## src/rtl/uart_tx_scheduler.sv

```systemverilog
// Round-robin arbiter sharing one parity UART transmitter between N byte requesters.
// Frames are timed by an internal down-counter since the transmitter has no done output.
module uart_tx_scheduler #(
  parameter int unsigned N            = 4,
  parameter int unsigned FRAME_CYCLES = 11,
  parameter int unsigned GAP_CYCLES   = 2
) (
  input  logic                 clk,
  input  logic                 rst,
  input  logic [N-1:0]         req_valid,
  input  logic [8*N-1:0]       req_data,
  output logic [N-1:0]         req_ready,
  output logic [7:0]           tx_din,
  output logic                 tx_start,
  output logic                 tx_stop,
  output logic [$clog2(N)-1:0] grant_id,
  output logic                 busy,
  output logic [15:0]          frame_count
);

  localparam int unsigned IW   = $clog2(N);
  localparam int unsigned MAXC = (FRAME_CYCLES > GAP_CYCLES) ? FRAME_CYCLES : GAP_CYCLES;
  localparam int unsigned CW   = (MAXC > 1) ? $clog2(MAXC) : 1;

  typedef enum logic [2:0] {
    S_IDLE,
    S_GRANT,
    S_SEND,
    S_STOP,
    S_GAP
  } state_t;

  state_t          state_q, state_d;
  logic [IW-1:0]   last_q, last_d;
  logic [IW-1:0]   grant_q, grant_d;
  logic [7:0]      din_q, din_d;
  logic [CW-1:0]   cnt_q, cnt_d;
  logic [15:0]     frame_count_q, frame_count_d;

  logic            win_found;
  logic [IW-1:0]   win_idx;
  logic [IW-1:0]   cand;

  // Search upward from last+1 so the most recently served requester ranks lowest.
  always_comb begin
    win_found = 1'b0;
    win_idx   = '0;
    cand      = '0;
    for (int unsigned i = 1; i <= N; i++) begin
      cand = IW'((32'(last_q) + i) % N);
      if (!win_found && req_valid[cand]) begin
        win_found = 1'b1;
        win_idx   = cand;
      end
    end
  end

  always_comb begin
    state_d       = state_q;
    last_d        = last_q;
    grant_d       = grant_q;
    din_d         = din_q;
    cnt_d         = cnt_q;
    frame_count_d = frame_count_q;
    case (state_q)
      S_IDLE: begin
        if (win_found) begin
          grant_d = win_idx;
          state_d = S_GRANT;
        end
      end
      S_GRANT: begin
        if (req_valid[grant_q]) begin
          din_d   = req_data[{grant_q, 3'b000} +: 8];
          last_d  = grant_q;
          cnt_d   = CW'(FRAME_CYCLES - 1);
          state_d = S_SEND;
        end else begin
          state_d = S_IDLE;
        end
      end
      S_SEND: begin
        if (cnt_q == '0) state_d = S_STOP;
        else             cnt_d   = cnt_q - CW'(1);
      end
      S_STOP: begin
        frame_count_d = frame_count_q + 16'd1;
        if (GAP_CYCLES == 0) begin
          state_d = S_IDLE;
        end else begin
          cnt_d   = CW'(GAP_CYCLES - 1);
          state_d = S_GAP;
        end
      end
      S_GAP: begin
        if (cnt_q == '0) state_d = S_IDLE;
        else             cnt_d   = cnt_q - CW'(1);
      end
      default: state_d = S_IDLE;
    endcase
  end

  always_ff @(posedge clk or negedge rst) begin
    if (!rst) begin
      state_q       <= S_IDLE;
      last_q        <= IW'(N - 1);
      grant_q       <= '0;
      din_q         <= '0;
      cnt_q         <= '0;
      frame_count_q <= '0;
    end else begin
      state_q       <= state_d;
      last_q        <= last_d;
      grant_q       <= grant_d;
      din_q         <= din_d;
      cnt_q         <= cnt_d;
      frame_count_q <= frame_count_d;
    end
  end

  always_comb begin
    req_ready = '0;
    if (state_q == S_GRANT) req_ready[grant_q] = 1'b1;
  end

  assign tx_din      = din_q;
  assign tx_start    = (state_q != S_SEND);
  assign tx_stop     = (state_q == S_STOP);
  assign grant_id    = grant_q;
  assign busy        = (state_q != S_IDLE);
  assign frame_count = frame_count_q;

endmodule

```

## config.mk

```make
export PLATFORM = sky130hd
export DESIGN_NAME = uart_tx_scheduler
export DESIGN_NICKNAME = d
export VERILOG_FILES = /design/src/rtl/uart_tx_scheduler.sv
export SDC_FILE = /design/constraint.sdc
export NUM_CORES = 1
export LEC_CHECK = 0
export BUFFER_PORTS_ARGS = -buffer_cell sky130_fd_sc_hd__buf_4
export CAP_MARGIN = 0
export CORE_MARGIN = 4
export CORE_UTILIZATION = 44
export DETAILED_ROUTE_END_ITERATION = 16
export MAX_ROUTING_LAYER = met4
export PLACE_DENSITY = 0.82
export RECOVER_POWER = 100
export SLEW_MARGIN = 20
export SYNTH_ARGS = -nofsm -noshare
export SYNTH_HDL_FRONTEND = slang
export SYNTH_SLANG_ARGS = --single-unit
```

## constraint.sdc

```tcl
create_clock -name clk -period 1.7 [get_ports clk]
set_clock_uncertainty 0.2 [all_clocks]
set_input_delay 0.17 -clock clk [delete_from_list [all_inputs] [get_ports clk]]
set_output_delay 0.17 -clock clk [all_outputs]
set_load 0.005 [all_outputs]
```

==> flow_results.org <==
** Clocking
- Root buf cell :: clkbuf_8
- Maximum count of clock buffers along a single path :: 2
- The clock reaches the later pin of the worst-skew pair after 290 ps.
- TritonCTS built the clock tree.
- Clock transition time at the flip-flop clock pins of the worst setup and hold paths :: 70 ps
- Level count of the clock H-tree :: 2
- The number of clock buffers added by TritonCTS is 5.
- CTS Sinks :: 35

** Global route
- Global routing finished with a remaining overflow of 0.
- For met3 alone, demand over resource in global routing was 0.04940.
- First-pass GRT wire length :: 8.162 mm
- Global routing usage summed across all routing layers :: 0.1966
- Entering global routing, the biggest net connects 36 pins.
- Met1 Resource Use GR :: 0.2577
- Number of global-route vias before repair :: 1,695
- Top Usage Layer GRT :: met2
- For this run, global-route usage on met2 was measured as 0.3122.
- Antenna violations before repair :: 0

** Floorplan
- The initial utilization of the core area, before any placement, comes to 0.4713.
- Die boundary height :: 74.63 µm
- The die covers 5569 µm².
- Number of rows in the core area :: 23
- The floorplan step defined a core boundary enclosing 4144 µm².
- 71 I/O pins were placed.
- From left edge to right edge, the die measures 74.63 µm.

** Route
- After detailed routing, the number of vias per cell comes to 5.357.
- In the routed design, unresolved DRC markers number 0.
- Post-detailed-routing wire length :: 5.365 mm
- Average routed wire per standard cell :: 16.36 µm
- First DRT Iteration DRCs :: 47
- Detailed routing inserted a total of 1,757 vias.
- Once detail routing completed, the nets flagged for antenna violations numbered 0.
- For this run, the detailed router's first-pass iteration total came to 4.

** Timing
- The number of hold-slack violations in the final timing report came to 0.
- Hold is met by 66.66 ps.
- Max-slew violation count :: 0
- After layout, the minimum clock period comes to 1766 ps.
- Of the available clock period, the critical path in the final layout requires 1.039.
- Worst Slack Setup Final :: -66.29 ps
- Highest Clock Rate :: 0.5662 GHz
- Unrepaired setup endpoints after global routing :: yes
- Setup violators final :: 17
- Tightest slew margin relative to the limit :: 0.4100
- At the pin with the least slew margin, the transition time is 885.1 ps.

** Critical path
- STA classifies the critical path endpoint as a register.
- At the worst endpoint, the required time is 1660 ps.
- Type of element launching the critical path :: register
- The critical path is of the reg -> reg type.
- Data arrival, critical path :: 1720 ps
- Maximum net fanout on the critical path :: 3

** Yosys
- Fraction of registers with async set/reset :: 1.000
- Of the total synthesized cell area, the portion taken by AND, OR, NAND and NOR gates is 0.1935.
- Leading cell types by total area after synthesis :: dfrtp_1, mux4_2, xnor2_1
- In this run the cell area of the synthesized design comes to 1953 µm².
- Share of synthesized area occupied by flip-flops and latches :: 0.4497
- Among all flip-flop cells after synthesis, the most frequent one is dfrtp_1.
- Share of the synthesized area in compound gates (AO/OA/AOI/OAI) :: 0.05445
- Syn Inst Count :: 171
- Fraction of post-synthesis cell area in the top cell type by area :: 0.4228
- The number of nets in the synthesized netlist is 211.
- Adder-cell share of the synthesized area :: 0.01281
- The synthesized design contains 35 register bits.
- Yosys Warn Count :: 0
- After synthesis, the mean cell area works out to 11.42 µm².
- After synthesis, the netlist uses 41 different library cells.
- Of the total synthesized cell area, the portion taken by XOR and XNOR cells is 0.07175.
- Yosys top cell by area :: dfrtp_1
- Dominant combinational cell family by area after synthesis :: simple AND/OR/NAND/NOR gates
- Counting flops with a built-in enable in the synthesized netlist gives 0.
- The portion of synthesized area spent on multiplexers is 0.1819.

** Placed design
- Placer's final routability congestion estimate :: 0.8465
- Count of input and output buffers :: 70
- Summed over all nets, the half-perimeter wirelength after detailed placement is 3.757 mm.

** Final layout
- Compared with the post-synthesis result, the final layout area differs by 55.73%.
- Ant. Diodes :: 0
- In the final layout, the share of cells above drive strength 1 is 0.5576.
- For this run, the post-layout net count is 317.
- Measured on the finished design, the core utilization comes to 0.7340.

** Pwr
- Across the VDD grid, the largest voltage drop is 0.0009564 V.
- Total power divided by cell area :: 1717 nW/µm²
- Leakage :: 1.504 nW

** Job
- Number of max-cap violations :: 0

** Run status
- The checks that failed: setup timing.
- The run finished, with violations left.

** Hold path
- The path class of the tightest hold or removal check is in -> reg.
-- flip-flops by register name, summed over array words and instances (netlist names) --
register / cells
tx_din: 8
grant_id: 2
cnt_q: 4
last_q: 2
state_q: 3
frame_count: 16
-- cell usage after synthesis, types with 2 or more instances --
master,n
nand2b_1,4
nor3b_1,3
buf_2,2
mux4_2,9
nand3_1,5
nand2_2,2
a21oi_1,6
o21a_1,2
inv_1,6
dfrtp_1,33
clkbuf_1,3
mux2_4,5
and3_1,7
mux2_2,6
dfstp_2,2
ha_1,2
nor2b_1,2
and4_1,4
nor3_1,3
xnor2_1,13
buf_4,2
nor2_1,8
xor2_1,3
a31oi_1,2
nand2_1,20
nand4_1,2
-- cell type report --
type | instances | area, µm²
Fill cell | 283 | 1102
Tap cell | 50 | 62.56
Clock inverter | 2 | 60.06
Multi-Input combinational cell | 122 | 1130
Inverter | 6 | 25.02
Clock buffer | 6 | 72.57
Sequential cell | 35 | 879.6
Timing Repair Buffer | 107 | 812.0
-- power breakdown --
part / internal, mW / switching (mW) / total, mW
clock: 0.586 / 0.302 / 0.888
combinational: 1.75 / 1.18 / 2.94
sequential: 1.13 / 0.265 / 1.40
-- worst max-delay path, cell delays in order, from the launching register on --
cell,delay (ps)
dfrtp_1,420
buf_4,140
or4b_4,530
o311ai_4,110
o21a_1,190
a221oi_2,40
-- repair_timing --
action	in CTS	in global routing
pin swaps	6	1
endpoints found under the setup margin	20	24
gates resized for setup	27	12
endpoints found under the hold margin	35	0
buffers inserted	8	7
hold buffers	1	0
-- cells by family (layout without fill, tap and decap cells) --
family	count (synthesis)	after routing
AO/OA/AOI/OAI	16	16
XOR/XNOR	16	16
adder cells (fa/ha/maj)	2	2
buffers and inverters	14	121
flip-flops	35	35
multiplexers	21	21
AND/OR/NAND/NOR	67	67
-- worst paths after layout --
| kind | cells past startpoint | startpoint | slack [ps] | endpoint |
|---|---|---|---|---|
| worst max register to register | 5 | cnt_q[0] | -70 | cnt_q[3] |
| worst min register to register | 1 | frame_count[15] | 270 | frame_count[15] |
| worst max-delay path | 5 | cnt_q[0] | -70 | cnt_q[3] |
| min in group asynchronous | 2 | rst | 330 | frame_count[10] |
| max in group asynchronous | 2 | rst | 360 | state_q[1] |
| worst min-delay path | 4 | req_valid[0] | 70 | grant_id[0] |
-- placed cells by master, fill, tap and decap left out, types with 2 or more instances in the layout --
master	synthesis	final
inv_1	6	3
clkbuf_8	0	5
nor3b_2	1	2
mux2_4	5	9
and3_1	7	5
bufinv_16	0	2
nor2_1	8	7
a31oi_1	2	2
o21a_1	2	2
nor3b_1	3	2
clkbuf_1	3	7
dfrtp_1	33	32
nand4_1	2	2
xnor2_1	13	13
a21oi_1	6	6
nand2_1	20	18
clkbuf_4	0	19
buf_6	1	5
xor2_1	3	2
mux2_2	6	2
and4_1	4	2
nor3_1	3	2
nand2_4	0	3
nand2b_1	4	4
inv_2	0	2
dfstp_2	2	2
nand3_1	5	5
buf_4	2	74
mux4_2	9	9
-- routing by layer --
| layer | part of all wire | wire length [µm] | vias to the layer above |
|---|---|---|---|
| met2 | 0.52 | 2798 | 50 |
| met3 | 0.056 | 300 | 9 |
| met1 | 0.41 | 2206 | 874 |
| li1 | - | - | 824 |
| met5 | 0 | 0 | - |
| met4 | 0.011 | 59 | 0 |
-- metrics by stage --
step | setup TNS, ps | power, mW | setup slack (ps) | area [µm²] | std cells
4_1_cts | -452.2 | 4.990 | -49.63 | 2973 | 321
2_1_floorplan | -1038 | 2.720 | -99.94 | 1962 | 171
5_1_grt | -1781 | 5.533 | -148.3 | 3042 | 328
3_3_place_gp | -309.0 | 3.602 | -106.9 | 2674 | 305
6_report | -731.3 | 5.222 | -66.29 | 3042 | 328
3_5_place_dp | -739.5 | 3.684 | -188.8 | 2674 | 305
Note: power is estimated with default switching activity, not from simulation.
